$ cat src/rtl/gem_cluster_injector.sv
// GEM cluster injector: a MXFRAMES x MXCLUSTERS pattern buffer of cluster words,
// replayed one BX frame per clock onto registered copad-format cluster outputs.
module gem_cluster_injector #(
    parameter int MXCLUSTERS = 8,
    parameter int MXCLSTB    = 14,
    parameter int MXFRAMES   = 16,
    parameter int MXFRAMEB   = 4
) (
    input  logic                i_clock,
    input  logic                i_reset,
    input  logic                i_wr_en,
    input  logic [MXFRAMEB-1:0] i_wr_frame,
    input  logic [2:0]          i_wr_slot,
    input  logic [MXCLSTB-1:0]  i_wr_data,
    input  logic                i_clear,
    input  logic                i_inj_start,
    input  logic [MXFRAMEB-1:0] i_inj_last,
    input  logic                i_inj_repeat,
    input  logic                i_inj_stop,
    output logic [MXCLSTB-1:0]  o_cluster0,
    output logic [MXCLSTB-1:0]  o_cluster1,
    output logic [MXCLSTB-1:0]  o_cluster2,
    output logic [MXCLSTB-1:0]  o_cluster3,
    output logic [MXCLSTB-1:0]  o_cluster4,
    output logic [MXCLSTB-1:0]  o_cluster5,
    output logic [MXCLSTB-1:0]  o_cluster6,
    output logic [MXCLSTB-1:0]  o_cluster7,
    output logic                o_inj_valid,
    output logic [MXFRAMEB-1:0] o_frame_idx,
    output logic                o_busy,
    output logic                o_done,
    output logic [7:0]          o_pass_cnt
);

    // cnt=0, adr=0x7FF: adr[10:9]=11 marks the cluster invalid downstream
    localparam logic [MXCLSTB-1:0]  BLANK      = MXCLSTB'(14'h07FF);
    localparam logic [MXFRAMEB-1:0] LAST_FRAME = MXFRAMEB'(MXFRAMES - 1);

    typedef enum logic [1:0] {
        S_IDLE  = 2'd0,
        S_CLEAR = 2'd1,
        S_PLAY  = 2'd2
    } state_t;

    state_t              r_state;
    logic [MXFRAMEB-1:0] r_clr_idx;
    logic [MXFRAMEB-1:0] r_frame_idx;
    logic [MXFRAMEB-1:0] r_last;
    logic                r_repeat;
    logic                r_inj_valid;
    logic                r_busy;
    logic                r_done;
    logic [7:0]          r_pass_cnt;

    state_t              w_state_next;
    logic [MXFRAMEB-1:0] w_clr_idx_next;
    logic [MXFRAMEB-1:0] w_frame_next;
    logic [MXFRAMEB-1:0] w_last_next;
    logic                w_repeat_next;
    logic                w_valid_next;
    logic                w_done_next;
    logic [7:0]          w_pass_next;
    logic                w_pass_inc;
    logic                w_pass_end;
    logic                w_clear_row;
    logic                w_wr_word;
    logic [MXFRAMEB-1:0] w_waddr;
    logic [MXCLSTB-1:0]  w_wdata;
    logic [MXCLSTB-1:0]  w_cluster [MXCLUSTERS];

    assign w_pass_end = (r_frame_idx == r_last);

    always_comb begin
        w_state_next   = r_state;
        w_clr_idx_next = r_clr_idx;
        w_frame_next   = r_frame_idx;
        w_last_next    = r_last;
        w_repeat_next  = r_repeat;
        w_valid_next   = r_inj_valid;
        w_done_next    = 1'b0;
        w_pass_inc     = 1'b0;
        w_pass_next    = r_pass_cnt;
        w_clear_row    = 1'b0;
        w_wr_word      = 1'b0;
        w_waddr        = r_clr_idx;
        w_wdata        = BLANK;

        case (r_state)
            S_IDLE: begin
                w_valid_next = 1'b0;
                w_frame_next = '0;
                if (i_clear) begin
                    w_state_next   = S_CLEAR;
                    w_clr_idx_next = '0;
                end else if (i_inj_start) begin
                    w_state_next  = S_PLAY;
                    w_last_next   = i_inj_last;
                    w_repeat_next = i_inj_repeat;
                    w_valid_next  = 1'b1;
                end else if (i_wr_en) begin
                    w_wr_word = 1'b1;
                    w_waddr   = i_wr_frame;
                    w_wdata   = i_wr_data;
                end
            end

            S_CLEAR: begin
                w_clear_row = 1'b1;
                if (r_clr_idx == LAST_FRAME) begin
                    w_state_next   = S_IDLE;
                    w_clr_idx_next = '0;
                end else begin
                    w_clr_idx_next = r_clr_idx + MXFRAMEB'(1);
                end
            end

            S_PLAY: begin
                // A stop on the last frame of a pass still completes that pass
                if (i_inj_stop || (w_pass_end && !r_repeat)) begin
                    w_state_next = S_IDLE;
                    w_valid_next = 1'b0;
                    w_frame_next = '0;
                    w_done_next  = 1'b1;
                    w_pass_inc   = w_pass_end;
                end else if (w_pass_end) begin
                    w_frame_next = '0;
                    w_pass_inc   = 1'b1;
                end else begin
                    w_frame_next = r_frame_idx + MXFRAMEB'(1);
                end
            end

            default: begin
                w_state_next = S_CLEAR;
                w_valid_next = 1'b0;
                w_frame_next = '0;
            end
        endcase

        if (w_pass_inc && (r_pass_cnt != 8'hFF)) begin
            w_pass_next = r_pass_cnt + 8'd1;
        end
    end

    always_ff @(posedge i_clock) begin
        if (i_reset) begin
            r_state     <= S_CLEAR;
            r_clr_idx   <= '0;
            r_frame_idx <= '0;
            r_last      <= '0;
            r_repeat    <= 1'b0;
            r_inj_valid <= 1'b0;
            r_busy      <= 1'b1;
            r_done      <= 1'b0;
            r_pass_cnt  <= 8'd0;
        end else begin
            r_state     <= w_state_next;
            r_clr_idx   <= w_clr_idx_next;
            r_frame_idx <= w_frame_next;
            r_last      <= w_last_next;
            r_repeat    <= w_repeat_next;
            r_inj_valid <= w_valid_next;
            r_busy      <= (w_state_next != S_IDLE);
            r_done      <= w_done_next;
            r_pass_cnt  <= w_pass_next;
        end
    end

    // One RAM column per slot so CLEAR can blank a whole frame in a single clock
    for (genvar gi = 0; gi < MXCLUSTERS; gi++) begin : g_slot
        logic [MXCLSTB-1:0] r_mem [MXFRAMES];
        logic [MXCLSTB-1:0] r_cluster;
        logic               w_we;

        assign w_we = !i_reset &&
                      (w_clear_row || (w_wr_word && (i_wr_slot == 3'(gi))));

        always_ff @(posedge i_clock) begin
            if (w_we) begin
                r_mem[w_waddr] <= w_wdata;
            end
        end

        always_ff @(posedge i_clock) begin
            if (i_reset) begin
                r_cluster <= BLANK;
            end else if (w_valid_next) begin
                r_cluster <= r_mem[w_frame_next];
            end else begin
                r_cluster <= BLANK;
            end
        end

        assign w_cluster[gi] = r_cluster;
    end

    assign o_cluster0  = w_cluster[0];
    assign o_cluster1  = w_cluster[1];
    assign o_cluster2  = w_cluster[2];
    assign o_cluster3  = w_cluster[3];
    assign o_cluster4  = w_cluster[4];
    assign o_cluster5  = w_cluster[5];
    assign o_cluster6  = w_cluster[6];
    assign o_cluster7  = w_cluster[7];
    assign o_inj_valid = r_inj_valid;
    assign o_frame_idx = r_frame_idx;
    assign o_busy      = r_busy;
    assign o_done      = r_done;
    assign o_pass_cnt  = r_pass_cnt;

endmodule

$ cat config.mk
export PLATFORM = sky130hd
export DESIGN_NAME = gem_cluster_injector
export DESIGN_NICKNAME = d
export VERILOG_FILES = /design/src/rtl/gem_cluster_injector.sv
export SDC_FILE = /design/constraint.sdc
export NUM_CORES = 2
export LEC_CHECK = 0
export CAP_MARGIN = 10
export CORE_MARGIN = 3
export CORE_UTILIZATION = 50
export CTS_CLUSTER_DIAMETER = 150
export DETAILED_ROUTE_END_ITERATION = 6
export PLACE_DENSITY = 0.69
export SLEW_MARGIN = 0
export SYNTH_ARGS = -nofsm -noshare
export SYNTH_HDL_FRONTEND = slang
export SYNTH_SLANG_ARGS = --single-unit
$ cat constraint.sdc
create_clock -name i_clock -period 4.5 [get_ports i_clock]
set_input_delay 1.125 -clock i_clock [delete_from_list [all_inputs] [get_ports i_clock]]
set_output_delay 1.125 -clock i_clock [all_outputs]
set_load 0.03 [all_outputs]
## Yosys cells after proc, flatten, opt, wreduce, memory -nomap -nowiden

Memories as Yosys holds them, arrays and structs flattened. A register that Yosys moved wholly into a read port is not among the register bits.
Cells that the tools add are included.

| storage, ports and cells | value |
|---|---|
| register bits | 26 |
| memory bits (writable) | 1792 |
| input bits | 32 |
| output and inout port bits | 127 |
| memories kept | 8 |

| operators by class | value |
|---|---|
| add/subtract/negate cells | 3 |
| eq/ne operators | 13 |
| mux-type cells | 48 |
| bitwise logic cells | 3 |
| reduce and logical (&&, ||, !) cells | 37 |

Memory list:

| memory | words | bits a word | read ports | clocked after memory_dff | wr ports | RTL line | RTL |
|---|---|---|---|---|---|---|---|
| g_slot[0].r_mem | 16 | 14 | 1 | 1 | 1 | 171 | `logic [MXCLSTB-1:0] r_mem [MXFRAMES];` |
| g_slot[1].r_mem | 16 | 14 | 1 | 1 | 1 | 171 |  |
| g_slot[2].r_mem | 16 | 14 | 1 | 1 | 1 | 171 |  |
| g_slot[3].r_mem | 16 | 14 | 1 | 1 | 1 | 171 |  |
| g_slot[4].r_mem | 16 | 14 | 1 | 1 | 1 | 171 |  |
| g_slot[5].r_mem | 16 | 14 | 1 | 1 | 1 | 171 |  |
| +2 memories | -- | -- | -- | -- | -- | -- |  |

Operator list:

| kind | number |
|---|---|
| $mux 14 | 4 |
| $mux 4 | 8 |
| $mux 1 | 28 |
| $logic_and 1x1->1 | 18 |
| $pmux 4 s2 | 2 |
| $eq 3x3->1 const B | 4 |
| $logic_or 1x1->1 | 9 |
| $add 4x1->4 const B | 2 |
| $add 8x1->8 const B | 1 |
| $mux 2 | 4 |
| $ne 8x8->1 const B | 1 |
| $eq 3x2->1 const B | 2 |
| $pmux 2 s3 | 1 |
| $eq 4x4->1 | 1 |
| $eq 4x4->1 const B | 1 |
| $reduce_bool 2->1 | 2 |
| $reduce_or 2->1 | 2 |
| $eq 3x1->1 const B | 1 |
| $logic_not 3->1 | 1 |
| $not 1->1 | 3 |
| $pmux 1 s3 | 1 |
| $reduce_and 3->1 | 1 |
| $eq 2x1->1 const B | 1 |
| $eq 2x2->1 const B | 1 |
| 4 further kinds | 5 |

## Longest topological paths before layout

| depth | value |
|---|---|
| depth after elaboration | 9 |
| gate-level depth with buffers | 13 |
| mapped depth without buffers | 9 |

## Worst setup path after synthesis

No wires, ideal clock.

| path | value |
|---|---|
| kind | input port to flip-flop |
| start point | input i_clear |
| end point | memory g_slot[0].r_mem[0][11], data pin |
| library setup time | 0.534 ns |
| arrival | 4.203 ns |
| setup slack | -0.237 ns |
| stages on the path | 5 |
| path buffers | 2 |
| path through | nand2b_1 nor3b_1 clkbuf_1 clkbuf_1 and2_1 |

| between the ends | value |
|---|---|
| cells in the longest elaborated chain, start to end | 2 |

RTL lines:

| element | RTL line | RTL |
|---|---|---|
| start, declared | 15 | `input logic i_clear,` |
| $mux 14 | 92 | `if (i_clear) begin` |
| $mux 14 | 88 | `case (r_state)` |
| named net w_wdata[11] | 68 | `logic [MXCLSTB-1:0] w_wdata;` |
| end, declared | 171 |  |

The timed path passes the listed nets, and every way through them passes these cells.

## Worst setup path after layout

| path | value |
|---|---|
| start point | register r_state[1] |
| end point | register g_slot[0].r_cluster[0] (netlist: o_cluster0[0]), read port of g_slot[0].r_mem |

| between the ends | value |
|---|---|
| cells in the longest elaborated chain, start to end | 4 |

RTL lines:

| element | RTL line | RTL |
|---|---|---|
| start, declared | 45 | `state_t r_state;` |
| start signal, assigned | 157 | `r_state <= w_state_next;` |
| $eq 2x2->1, or another cell as far along | 88 |  |
| $pmux 1 s3 | 88 |  |
| $not 1->1 (no line) | -- |  |
| $reduce_or 2->1 (no line) | -- |  |
| end, declared | 172 | `logic [MXCLSTB-1:0] r_cluster;` |

Parallel ways exist; a longest one is shown, timed or not.
A chain may end at the register's enable or synchronous reset.

==> flow_summary.toml <==
[outcome]
status = "finished clean"

[setup_path]
path_cells = "inv_1, ha_1, nand3_1, o21ai_4, buf_12, buf_12, a21oi_1, a22oi_1, o22ai_2, a221oi_2"
reg2reg_to = "o_cluster0[0]$_SDFF_PP1_"
cp-startpoint = "r_state[1]$_SDFF_PP0_"
crit_type = "reg -> reg"
crit_fanout = 94
critPathCaptureType = "flop"
reg2reg_slack_ns = 0.84
reg2regPathDepth = 10
worstPathRequired_ns = 5.21
cp_common_cell = "buf_12"
crit_end = "o_cluster0[0]$_SDFF_PP1_"
reg2reg_from = "r_state[1]$_SDFF_PP0_"
crit_arrival_ns = 4.37
cpPeakStageDelay_ns = 0.65
critPathSlowestCell = "ha_1"
cp-start-kind = "flop"

[logic_synthesis]
synth_flop_cell = "edfxtp_1"
synth_top_area_share_pct = 71.3
seq_area_frac_synth_pct = 74.9
synth_nets = 5226
synthDistinctLibCells = 56
postSynth.asyncResetShare_pct = 0
avgSynthCellArea_um2 = 14.6
ys_top_cells_by_area = "edfxtp_1, dfxtp_1, or3_1, a21oi_1, nand2_1"
netlist_instances = 5187
yosysWarningCount = 0
yosys.area.top_type = "edfxtp_1"
synth_edf_count = 1792
ys_ff_latch = 1930
syn_area_um2 = 75500

[timing]
rsz0062_at_grt = "no"
finClkSkew_ns = 0.0308
setup_ws_ns = 0.840
finalSetupViolCount = 0
tightest_slew_ns = 1.20
worst_slew_margin_rel_pct = 20.1
period_needed_ns = 3.66
period_share_pct = 81.3
report.final.slew_viol_count = 0
hold_viol = 0
setup-tns-final_ns = 0
fmax_mhz = 273

[cts]
cts_hold_buf = 0
cts.sinks = 1930
ctsResizeCount = 0
insertion_delay_ns = 0.83
cts_buffers = 190
clkSlewWorstSetupHoldPaths_ns = 0.06
cts_tree = "done"
htreeDepth = 4
clockRootBuffer = "clkbuf_16"
cts_buffer_depth = 3
cts_setup_buffers = 0

[layout]
area_growth_pct = 16.4
fin_area_um2 = 87900
n_fill_cell = 11197
nets = 5518
drive_gt1_share_pct = 13.6

[placed_design]
finalWeightedCongestion = 0.836
dp_slack_ns = 0.181
port_buffers = 158
dp_hpwl_um = 118000
postPlaceCellArea_um2 = 81800

[power_and_ir_drop]
power_frac_clock_pct = 39.9
total_power_w = 0.0389
ir_drop_uv = 303
seqPwrFrac_pct = 52.2
p_leak_nw = 30.3
p_comb_share_pct = 7.9
powerDensity_nw_per_um2 = 442
switching_share_pct = 23.7
internal_power_w = 0.0297
power_switching_w = 0.00920

[run]
drv_cap = 0

[routing]
drc = 0
routed_via_density = 6.25
wire_per_inst_um = 26.9
wl_um = 206000
ant_nets = 0
drt-initial-drc-count = 6035
vias = 47850
drt_first_pass_iters = 6

[die]
fp.dieH_um = 395
core_region_area_um2 = 149000
start_util_pct = 50.7
die-area_um2 = 156000
fp-row-count = 141
die_width_um = 395
ios = 159

[grt]
grt_start_max_net_pins = 129
grt_pass1_vias = 46211
grt_first_pass_wirelength_um = 304000
use_met3_pct = 5.64
antenna_found_initial = 8
use_met1_pct = 37.2
groute.usage.overall_pct = 26.0
top_usage_layer = "met2"
grt_use_met2_pct = 39.7
grt_overflow_total = 0

[hold_path]
hold_path.class = "reg -> reg"
hold_depth = 2
sequential cells by signal (all words and copies together), names as in the netlist:
register      count
o_cluster1       14
o_cluster4       14
r_last            4
o_cluster0       14
r_repeat          1
r_clr_idx         4
o_busy            1
g_slot.r_mem   1792
o_frame_idx       4
o_cluster2       14
o_inj_valid       1
o_cluster5       14
o_cluster6       14
o_cluster7       14
o_pass_cnt        8
o_cluster3       14
o_done            1
r_state           2
Yosys cell counts (15+ instances only):
library cell,n
nor3_1,39
a22o_1,176
a221oi_2,50
edfxtp_1,1792
o31ai_1,198
nor2_1,183
clkbuf_1,295
buf_2,99
o22ai_2,38
nand3_1,16
a32o_1,16
o21ai_0,264
a22oi_1,195
nand2_1,512
o22ai_1,50
or3_1,420
dfxtp_1,138
buf_1,24
a221oi_1,73
a311o_1,15
a21oi_1,457
nand2b_1,18
layout make-up:
| class | count | area [um2] | share of cell area [%] |
|---|---|---|---|
| diodes | 8 | 20.0 | 0.0228 |
| clock buffers | 265 | 5290 | 6.02 |
| clock inverters | 90 | 806 | 0.917 |
| inverters | 6 | 30.0 | 0.0342 |
| multi-input cells | 2816 | 17200 | 19.6 |
| flip-flops and latches | 1930 | 56600 | 64.4 |
| well taps | 2002 | 2500 | 2.85 |
| repair buffers | 535 | 5460 | 6.22 |
power by group through the flow:
stage	Combinational, W	Clock, W	Sequential [W]
after floorplan	0.00147	0	0.0207
after global placement	0.00299	0	0.0206
after detailed placement	0.00302	0	0.0207
after CTS	0.00304	0.0157	0.0203
after global routing	0.00324	0.0164	0.0203
final	0.00307	0.0155	0.0203
stage by stage:
step,instances,hold slack (ns),util (%)
6_report,7652,0.503,59.0
5_1_grt,7644,0.539,59.0
4_1_cts,7644,0.503,59.0
3_5_place_dp,7289,0.488,54.9
3_3_place_gp,7289,0.476,54.9
2_1_floorplan,5187,0.454,-
cells in the final DEF, fill, tap and decap left out, types with 6 or more instances in the layout:
| cell type | instances |
|---|---|
| bufinv_16 | 11 |
| buf_12 | 84 |
| nand2b_1 | 7 |
| o22ai_2 | 38 |
| or4_1 | 6 |
| clkbuf_16 | 193 |
| a311o_1 | 15 |
| buf_4 | 293 |
| clkbuf_8 | 19 |
| clkdlybuf4s50_1 | 158 |
| o31ai_1 | 198 |
| nor2_1 | 183 |
| clkinv_1 | 33 |
| a22oi_1 | 195 |
| a32o_1 | 16 |
| a221oi_1 | 73 |
| o22ai_1 | 50 |
| a221o_1 | 9 |
| o21bai_1 | 7 |
| nor3_1 | 38 |
| dfxtp_1 | 138 |
| mux2i_1 | 6 |
| or3_1 | 418 |
| diode_2 | 8 |
| a22o_1 | 176 |
| edfxtp_1 | 1792 |
| a221oi_2 | 50 |
| ha_1 | 7 |
| clkbuf_1 | 53 |
| nand3_1 | 16 |
| clkinv_2 | 27 |
| nand2b_4 | 11 |
| o21ai_0 | 264 |
| nand2_1 | 512 |
| inv_6 | 8 |
| a21oi_1 | 457 |
logic make-up after synthesis:
group / after synthesis / synth area share (%)
flip-flops: 1930 / 74.9
AO/OA/AOI/OAI: 1562 / 14.4
AND/OR/NAND/NOR: 1231 / 7.86
buffers and inverters: 441 / 2.49
XOR/XNOR: 10 / 0.116
adder cells (fa/ha/maj): 7 / 0.116
multiplexers: 6 / 0.0796
critical path, delay by kind of cell, from the launching register on:
family | cells | cell delay, ns
AOI/OAI and AO/OA | 5 | 1.43
adders and majority gates | 1 | 0.65
buffers and inverters | 3 | 0.76
DFF | 1 | 0.39
and+or+nand+nor | 1 | 0.26
per-layer routing:
| layer | vias up | part of all wire [%] |
|---|---|---|
| li1 | 20905 | - |
| met3 | 352 | 11 |
| met1 | 23933 | 40 |
| met5 | - | 0 |
| met4 | 0 | 3.1 |
| met2 | 2660 | 46 |
worst min-delay path by stage:
stage / from / endpoint / slack [ns]
after floorplan: r_repeat$_SDFFE_PP0P_ / r_repeat$_SDFFE_PP0P_ / 0.45
after global placement: r_repeat$_SDFFE_PP0P_ / r_repeat$_SDFFE_PP0P_ / 0.48
after detailed placement: r_repeat$_SDFFE_PP0P_ / r_repeat$_SDFFE_PP0P_ / 0.49
after CTS: r_repeat$_SDFFE_PP0P_ / r_repeat$_SDFFE_PP0P_ / 0.50
after global routing: r_repeat$_SDFFE_PP0P_ / r_repeat$_SDFFE_PP0P_ / 0.54
final: r_repeat$_SDFFE_PP0P_ / r_repeat$_SDFFE_PP0P_ / 0.50
Power figures use the tool's default switching activity.
